[src/rtl/fp32_pkg.sv]
// Purpose: shared fp32 definitions (exception flag bit positions, flag type, canonical NaN).
// Latency: n/a (types, constants and a pure helper function only).
// Backpressure: n/a.
package fp32_pkg;

  // Bit positions inside a 5-bit IEEE exception flag vector
  localparam int FLAG_NV = 4;  // invalid
  localparam int FLAG_DZ = 3;  // divide by zero
  localparam int FLAG_OF = 2;  // overflow
  localparam int FLAG_UF = 1;  // underflow
  localparam int FLAG_NX = 0;  // inexact

  typedef logic [4:0] fp_flags_t;

  localparam logic [31:0] CANON_QNAN = 32'h7FC0_0000;

  // Exponent all ones with a non-zero mantissa; infinities are excluded
  function automatic logic is_nan32(input logic [31:0] y);
    return (y[30:23] == 8'hFF) && (y[22:0] != 23'd0);
  endfunction

endpackage

[src/rtl/fp32_div_result_queue_if.sv]
// Purpose: producer-side and consumer-side handshakes of the divide result queue.
// Latency: n/a (wiring only).
// Backpressure: in_ready/out_ready carry the valid/ready stalls in each direction.
interface fp32_div_result_queue_if #(
  parameter int TAG_W = 5
);
  import fp32_pkg::*;

  logic             in_valid;
  logic             in_ready;
  logic [31:0]      in_y;
  fp_flags_t        in_flags;
  logic [TAG_W-1:0] in_tag;

  logic             out_valid;
  logic             out_ready;
  logic [31:0]      out_y;
  fp_flags_t        out_flags;
  logic [TAG_W-1:0] out_tag;

  // Environment side: produces divider results and consumes the queue head
  modport master (
    output in_valid, in_y, in_flags, in_tag, out_ready,
    input  in_ready, out_valid, out_y, out_flags, out_tag
  );

  // Queue side
  modport slave (
    input  in_valid, in_y, in_flags, in_tag, out_ready,
    output in_ready, out_valid, out_y, out_flags, out_tag
  );

endinterface

[src/rtl/fp32_nan_canon.sv]
// Purpose: optionally replace any NaN with the single canonical quiet NaN.
// Latency: combinational.
// Backpressure: none.
module fp32_nan_canon
  import fp32_pkg::*;
#(
  parameter bit CANON_NAN = 1'b1
) (
  input  logic [31:0] y_in,
  output logic [31:0] y_out
);

  // Infinities and ordinary numbers pass untouched; NaN sign/payload dropped when enabled
  always_comb begin
    y_out = y_in;
    if (CANON_NAN && is_nan32(y_in)) begin
      y_out = CANON_QNAN;
    end
  end

endmodule

[src/rtl/fp32_div_result_queue.sv]
// Purpose: registered FIFO for divide results with sticky exception accrual at retirement.
// Latency: a result pushed in cycle N is presented at out_* in cycle N+1 at the earliest.
// Backpressure: in_ready drops when DEPTH entries are held; out_* hold while out_ready is low.
module fp32_div_result_queue
  import fp32_pkg::*;
#(
  parameter int DEPTH     = 4,
  parameter int TAG_W     = 5,
  parameter bit CANON_NAN = 1'b1
) (
  input  logic                     clk,
  input  logic                     rst_n,
  fp32_div_result_queue_if.slave   q,
  output fp_flags_t                fflags,
  input  logic                     csr_wr,
  input  fp_flags_t                csr_wdata,
  output logic [$clog2(DEPTH):0]   count
);

  localparam int             PTR_W    = $clog2(DEPTH);
  localparam logic [PTR_W:0] FULL_CNT = (PTR_W + 1)'(DEPTH);

  typedef struct packed {
    logic [31:0]      y;
    fp_flags_t        flags;
    logic [TAG_W-1:0] tag;
  } entry_t;

  entry_t           mem_q [DEPTH];
  entry_t           head;
  logic [PTR_W-1:0] rd_ptr_q, rd_ptr_d;
  logic [PTR_W-1:0] wr_ptr_q, wr_ptr_d;
  logic [PTR_W:0]   count_q, count_d;
  fp_flags_t        fflags_q, fflags_d;
  logic [31:0]      y_canon;
  logic             push;
  logic             pop;

  // NaN canonicalisation happens before storage so the head is already clean
  fp32_nan_canon #(
    .CANON_NAN (CANON_NAN)
  ) u_nan_canon (
    .y_in  (q.in_y),
    .y_out (y_canon)
  );

  // Ready depends only on occupancy, so a full queue never accepts even if a pop is in flight
  assign q.in_ready  = (count_q != FULL_CNT);
  assign q.out_valid = (count_q != '0);
  assign push        = q.in_valid && q.in_ready;
  assign pop         = q.out_valid && q.out_ready;

  // Head is read straight from storage; zero while empty so reset clears the outputs
  assign head        = mem_q[rd_ptr_q];
  assign q.out_y     = q.out_valid ? head.y     : 32'd0;
  assign q.out_flags = q.out_valid ? head.flags : 5'd0;
  assign q.out_tag   = q.out_valid ? head.tag   : '0;

  assign fflags = fflags_q;
  assign count  = count_q;

  // Next-state for pointers, occupancy and the sticky flags
  always_comb begin
    rd_ptr_d = pop  ? rd_ptr_q + PTR_W'(1) : rd_ptr_q;
    wr_ptr_d = push ? wr_ptr_q + PTR_W'(1) : wr_ptr_q;
    count_d  = count_q;
    if (push && !pop) begin
      count_d = count_q + (PTR_W + 1)'(1);
    end else if (pop && !push) begin
      count_d = count_q - (PTR_W + 1)'(1);
    end
    // A CSR write and a retirement in the same cycle merge; retiring flags are never lost
    fflags_d = (csr_wr ? csr_wdata : fflags_q) | (pop ? q.out_flags : 5'd0);
  end

  // Entry storage; deliberately not reset, contents are qualified by count
  always_ff @(posedge clk) begin
    if (push) begin
      mem_q[wr_ptr_q] <= '{y: y_canon, flags: q.in_flags, tag: q.in_tag};
    end
  end

  // Control state with asynchronous clear
  always_ff @(posedge clk or negedge rst_n) begin
    if (!rst_n) begin
      rd_ptr_q <= '0;
      wr_ptr_q <= '0;
      count_q  <= '0;
      fflags_q <= '0;
    end else begin
      rd_ptr_q <= rd_ptr_d;
      wr_ptr_q <= wr_ptr_d;
      count_q  <= count_d;
      fflags_q <= fflags_d;
    end
  end

endmodule

[src/flat_wrapper.sv]
// flat-port wrapper written by rule: the top's interface ports become plain ports
module fp32_div_result_queue_flat import fp32_pkg::*;
#(
  parameter int DEPTH     = 4,
  parameter int TAG_W     = 5,
  parameter bit CANON_NAN = 1'b1
)
  (clk, rst_n, fflags, csr_wr, csr_wdata, count, q_in_valid, q_in_y, q_in_flags, q_in_tag, q_out_ready, q_in_ready, q_out_valid, q_out_y, q_out_flags, q_out_tag);
  fp32_div_result_queue_if #(.TAG_W(TAG_W)) q_i ();
  input  logic clk;
  input  logic rst_n;
  output fp_flags_t fflags;
  input  logic csr_wr;
  input  fp_flags_t csr_wdata;
  output logic [$clog2(DEPTH):0] count;
  input wire logic [$bits(q_i.in_valid)-1:0] q_in_valid;
  input wire logic [$bits(q_i.in_y)-1:0] q_in_y;
  input wire logic [$bits(q_i.in_flags)-1:0] q_in_flags;
  input wire logic [$bits(q_i.in_tag)-1:0] q_in_tag;
  input wire logic [$bits(q_i.out_ready)-1:0] q_out_ready;
  output wire logic [$bits(q_i.in_ready)-1:0] q_in_ready;
  output wire logic [$bits(q_i.out_valid)-1:0] q_out_valid;
  output wire logic [$bits(q_i.out_y)-1:0] q_out_y;
  output wire logic [$bits(q_i.out_flags)-1:0] q_out_flags;
  output wire logic [$bits(q_i.out_tag)-1:0] q_out_tag;
  assign q_i.in_valid = q_in_valid;
  assign q_i.in_y = q_in_y;
  assign q_i.in_flags = q_in_flags;
  assign q_i.in_tag = q_in_tag;
  assign q_i.out_ready = q_out_ready;
  assign q_in_ready = q_i.in_ready;
  assign q_out_valid = q_i.out_valid;
  assign q_out_y = q_i.out_y;
  assign q_out_flags = q_i.out_flags;
  assign q_out_tag = q_i.out_tag;
  fp32_div_result_queue #(.DEPTH(DEPTH), .TAG_W(TAG_W), .CANON_NAN(CANON_NAN)) u_core (.clk(clk), .rst_n(rst_n), .q(q_i), .fflags(fflags), .csr_wr(csr_wr), .csr_wdata(csr_wdata), .count(count));
endmodule
[config.mk]
export PLATFORM = sky130hd
export DESIGN_NAME = fp32_div_result_queue_flat
export DESIGN_NICKNAME = d
export VERILOG_FILES = /design/src/rtl/fp32_pkg.sv /design/src/rtl/fp32_div_result_queue_if.sv /design/src/rtl/fp32_nan_canon.sv /design/src/rtl/fp32_div_result_queue.sv /design/src/flat_wrapper.sv
export SDC_FILE = /design/constraint.sdc
export NUM_CORES = 1
export LEC_CHECK = 0
export BUFFER_PORTS_ARGS = -buffer_cell sky130_fd_sc_hd__buf_2
export CAP_MARGIN = 25
export CORE_UTILIZATION = 57
export CTS_CLUSTER_SIZE = 20
export DETAILED_ROUTE_END_ITERATION = 10
export MAX_ROUTING_LAYER = met4
export PLACE_DENSITY = 0.79
export SYNTH_ARGS = -nofsm -noshare
export SYNTH_HDL_FRONTEND = slang
export SYNTH_SLANG_ARGS = --single-unit
[constraint.sdc]
create_clock -name clk -period 3.3 [get_ports clk]
set_clock_uncertainty 0.2 [all_clocks]
set_input_delay 0.495 -clock clk [delete_from_list [all_inputs] [get_ports clk]]
set_output_delay 0.495 -clock clk [all_outputs]
set_load 0.05 [all_outputs]
; ---- Yosys cells after proc, flatten, opt, wreduce, memory -nomap -nowiden
; Memory sizes are Yosys's and may differ from the RTL's.
; Index checks and enable logic that the tools add are counted.
[word_totals]
register_bits = 12
mem_bits_rw = 168
input_bits = 52
out_inout_bits = 52
word_cells = 32
memories = 1
[op_classes]
add_sub_neg = 4
eq_ne = 2
mux = 10
n_bitwise = 1
n_reduce_logical = 10
[memory_table]
columns = memory, depth, width, read_ports, rd_clocked_by_memory_dff, wr, line
row1 = u_core.mem_q, 4, 42, 1, 0, 1, fp32_div_result_queue.sv:29  ; entry_t mem_q [DEPTH];
[ops]
columns = cell, count
row1 = $mux 32, 2
row2 = $reduce_bool 23->1, 1
row3 = $mux 5, 4
row4 = $eq 8x8->1 const B, 1
row5 = $mux 3, 2
row6 = $logic_and 1x1->1, 5
row7 = $or 5x5->5, 1
row8 = $add 2x1->2 const B, 2
row9 = $add 3x1->3 const B, 1
row10 = $ne 3x3->1 const B, 1
row11 = $reduce_bool 3->1, 1
row12 = $sub 3x1->3 const B, 1
row13 = $logic_not 1->1, 2
row14 = $mux 1, 2
row15 = $reduce_bool 2->1, 1

; ---- Logic depth before layout (Yosys ltp)
[logic_depth]
word_depth = 6
ltp_mapped = 9
depth_no_buf = 8

; ---- Modules after synthesis
; From an unflattened synthesis, not the netlist that was laid out.
[unflattened]
cells_unflattened = 367
hier_area_um2 = 7273.2
[by_module_without_submodules]
columns = mod, instances, cells_per_inst, area_per_inst_um2, seq_area_each_um2
row1 = fp32_div_result_queue, 1, 320, 6988.0, 5345.1
row2 = fp32_nan_canon, 1, 47, 285.3, 0.0

; ---- Least setup slack after synthesis
; Ideal clock, no wire load.
[synth_timing]
path_type = reg2reg
startpoint = reg u_core.count_q[0] (netlist: u_core.count[0])
endpoint = mem u_core.mem_q[2][0] (netlist bit) (enable)
arrival_ns = 2.265
path_slack_ns = 0.431
path_stages_with_launch = 4
path_buffers = 0
cell_sequence = dfrtp_1 -> nor2_1 -> a21boi_1 -> and2_1
[synth_between]
elab_chain_len = 4
[synth_rtl]
columns = element, line
row1 = start: declaration, fp32_div_result_queue.sv:33  ; logic [PTR_W:0] count_q, count_d;
row2 = start signal: assignment, fp32_div_result_queue.sv:93  ; count_q <= count_d;
row3 = $ne 3x3->1, fp32_div_result_queue.sv:48  ; assign q.in_ready = (count_q != FULL_CNT);
row4 = $logic_and 1x1->1, fp32_div_result_queue.sv:50  ; assign push = q.in_valid && q.in_ready;
row5 = net u_core.push, fp32_div_result_queue.sv:36  ; logic push;
row6 = $mux 1, fp32_div_result_queue.sv:78  ; if (push) begin
row7 = $mux 1 (implied by the code), fp32_div_result_queue.sv:79  ; mem_q[wr_ptr_q] <= '{y: y_canon, flags: q.in_flags, tag: q.in_tag};
row8 = end: declaration, fp32_div_result_queue.sv:29
; The timed path passes the listed nets, and every way through them passes these cells.

; ---- Final worst setup path
[layout_timing]
startpoint = reg u_core.rd_ptr_q[0]
endpoint = out q_out_flags[0]
[layout_between]
elab_chain_len = 2
[layout_rtl]
columns = element, line
row1 = start: declaration, fp32_div_result_queue.sv:31  ; logic [PTR_W-1:0] rd_ptr_q, rd_ptr_d;
row2 = start signal: assignment, fp32_div_result_queue.sv:91  ; rd_ptr_q <= rd_ptr_d;
row3 = $mem_v2 4x42, --
row4 = $mux 5, fp32_div_result_queue.sv:56  ; assign q.out_flags = q.out_valid ? head.flags : 5'd0;
row5 = end: declaration, flat_wrapper.sv:24  ; output wire logic [$bits(q_i.out_flags)-1:0] q_out_flags;
; Every way passes these cells.

==> results.sh <==
export IMPL_drt_iter0_markers=209
export IMPL_ctsRootBufferMaster="clkbuf_16"
export IMPL_post_route_drc_count=0
export IMPL_timing_rr_end="u_core.count[2]"
export IMPL_fin_tns_setup_ps=0
export IMPL_rsz0062_at_grt="no"
export IMPL_timing_rr_start="u_core.count[0]"
export IMPL_grt_antenna_before_repair=0
export IMPL_grt_max_degree=45
export IMPL_synth_cells=367
export IMPL_yosysTopAreaCellShare_pct=69.49
export IMPL_fp_row_count=40
export IMPL_cts_tree="done"
export IMPL_vias_per_cell=5.628
export IMPL_crit_slowest_cell="mux4_1"
export IMPL_yosysMostFrequentCell="edfxtp_1"
export IMPL_tightest_slew_ps=610.5
export IMPL_r2r_slack_ps=770
export IMPL_min_path_type="in2reg"
export IMPL_crit_path_start_kind="flop"
export IMPL_grt_ovfl_total=0
export IMPL_r2r_cells=8
export IMPL_fmax_ghz=0.3542
export IMPL_avgSynthCellArea_sq_um=19.78
export IMPL_post_drt_wl_per_cell_um=20.78
export IMPL_fin_crit_ps=2823
export IMPL_synth_cell_types=30
export IMPL_critical_path_max_fanout=44
export IMPL_synth_commonest_cells="edfxtp_1 (168), and2_1 (46), mux4_2 (35)"
export IMPL_ios=104
export IMPL_grt_pass1_vias=3705
export IMPL_portBuffers=103
export IMPL_drive_above_1_share_pct=37.63
export IMPL_period_share_pct=85.55
export IMPL_async_reset_ff_share_pct=6.667
export IMPL_die_y_um=114.9
export IMPL_cts_sinks=180
export IMPL_die_w_um=114.9
export IMPL_synth_top_cells_by_area="edfxtp_1 (69%), mux4_2 (11%), dfrtp_1 (4.1%)"
export IMPL_drt_pre_antenna_iters=5
export IMPL_grt_pass1_wl_um=20610
export IMPL_placed_area_sq_mm=0.008009
export IMPL_htreeDepth=4
export IMPL_gp_congestion=0.7388
export IMPL_route_vias_total=3703
export IMPL_fillers=792
export IMPL_hold_viol=0
export IMPL_clk_latency_ps=410
export IMPL_setup_viol=0
export IMPL_max_slew_margin_pct=59.21
export IMPL_synth_edf_count=168
export IMPL_ys_ff_latch=180
export IMPL_clk_pin_slew_ps=60
export IMPL_area_delta_synth_final_pct=18.05
export IMPL_synth_top_cell_by_area="edfxtp_1"
export IMPL_ant_nets=0
export IMPL_endpoint_kind="primary output"
export IMPL_status="finished clean"
export IMPL_critPathLaunch="u_core.rd_ptr_q[0]"
export IMPL_cap_viol_max_count=0
export IMPL_cts_buffers=17
export IMPL_critPathCapture="q_out_flags[0]"
export IMPL_core_area_sq_mm=0.01221
export IMPL_hpwl_um=8466
export IMPL_ctsLongestPathBuffers=2
export IMPL_ctsResizeCount=0
export IMPL_critPathRequiredTime_ps=2600
export IMPL_worstPathCellList="buf_12 -> mux4_1 -> and2_1 -> buf_2"
export IMPL_netlist_area_sq_mm=0.007259
export IMPL_synth_ff_type="edfxtp_1"
export IMPL_drt_wl_total_um=13670
export IMPL_finalMaxSlewViolations=0
export IMPL_critPathArrivalTime_ps=2130
export IMPL_synth_net_count=425
export IMPL_crit_type="reg2out"
export IMPL_initial_core_util_pct=59.45
export IMPL_worstHoldStart="q_in_flags[1]"
export IMPL_die_area_sq_mm=0.01319
export IMPL_fin_area_sq_mm=0.008569
export IMPL_ys_warn_count=0
export IMPL_ys_seq_area_share_pct=73.63
export IMPL_slowest_delay_ps=630
export IMPL_grt_use_total_pct=23.35
export IMPL_fin_nets=534
how the worst min path moves through the flow:
stage / to / slack [ps] / depth (start not counted)
detailed placement: u_core.count[2] / 190 / 1
floorplan: u_core.count[0] / -0.6 / 0
global placement: u_core.count[2] / 180 / 1
CTS: u_core.mem_q[3][6] / 80 / 1
global route: u_core.mem_q[2][0] / 80 / 1
finish: u_core.mem_q[3][6] / 90 / 1
registers in the layout (all words and copies together), names as in the netlist:
name / cells
u_core.fflags: 5
u_core.mem_q: 168
u_core.rd_ptr_q: 2
u_core.count: 3
u_core.wr_ptr_q: 2
per-stage QoR:
step           worst slack (ps)  hold slack, ps  cells  utilization (%)
3_5_place_dp              747.1           194.1    624            65.58
5_1_grt                   352.3           81.33    657            70.15
6_report                  476.9           94.89    658            70.17
4_1_cts                   411.0           76.77    657            70.15
2_1_floorplan             431.5         -0.5910    367                -
3_3_place_gp              880.1           184.8    624            65.58
what timing repair did:
action / 4_1_cts / 5_1_grt
setup buffers: 0 / 0
hold endpoints to repair: 12 / 0
hold buffers: 1 / 0
placed cells by master (no fill, tap or decap), types with 2 or more instances in the layout:
master / instances
a221o_1: 5
and2_1: 42
and2_2: 4
buf_12: 4
buf_2: 103
buf_4: 9
bufinv_16: 2
clkbuf_16: 17
clkinv_1: 6
clkinv_2: 4
dfrtp_1: 10
dfrtp_2: 2
edfxtp_1: 168
ha_1: 5
inv_1: 5
mux2_2: 2
mux4_1: 7
mux4_2: 35
nand2_1: 2
nand4_1: 2
nor2_1: 4
nor2b_1: 27
nor3_1: 2
nor4_1: 3
or4_1: 2
xnor2_1: 3
xor2_1: 3
cell families (layout without fill, tap and decap cells):
kind of cell,count (synthesis),count (layout),synth area share [%]
flip-flops,180,180,73.63
AND/OR/NAND/NOR,90,90,7.584
multiplexers,44,44,13.70
buffers and inverters,32,154,2.068
AO/OA/AOI/OAI,9,9,1.155
adder cells (fa/ha/maj),6,6,1.138
XOR/XNOR,6,6,0.7240
other,0,1,0
layout make-up:
type / instances / area (sq um) / share of cell area [%]
Clock inverter: 14 / 118.9 / 1.387
Antenna cell: 1 / 2.502 / 0.02920
Multi-Input combinational cell: 155 / 1769 / 20.65
Tap cell: 168 / 210.2 / 2.453
Inverter: 5 / 18.77 / 0.2190
Sequential cell: 180 / 5348 / 62.40
Timing Repair Buffer: 117 / 673.1 / 7.855
Clock buffer: 18 / 429.2 / 5.008
critical path, delay by kind of cell (launching register included):
kind	cells	cell delay [ps]
multiplexers	1	630
buffers and inverters	2	520
flip-flops	1	380
AND/OR/NAND/NOR	1	180
layer usage:
metal / part of all wire (%) / up-vias / GRT usage, % / wire length (um)
met3: 5.9 / 8 / 5.799 / 800
met5: 0 / - / - / 0
li1: - / 1663 / - / -
met4: 0.83 / 0 / 9.004 / 114
met1: 42 / 1902 / 29.07 / 5745
met2: 51 / 130 / 37.35 / 7010
Power is not shown: default switching activity piles up to over one toggle a cycle in this logic, so the estimate is an artifact.
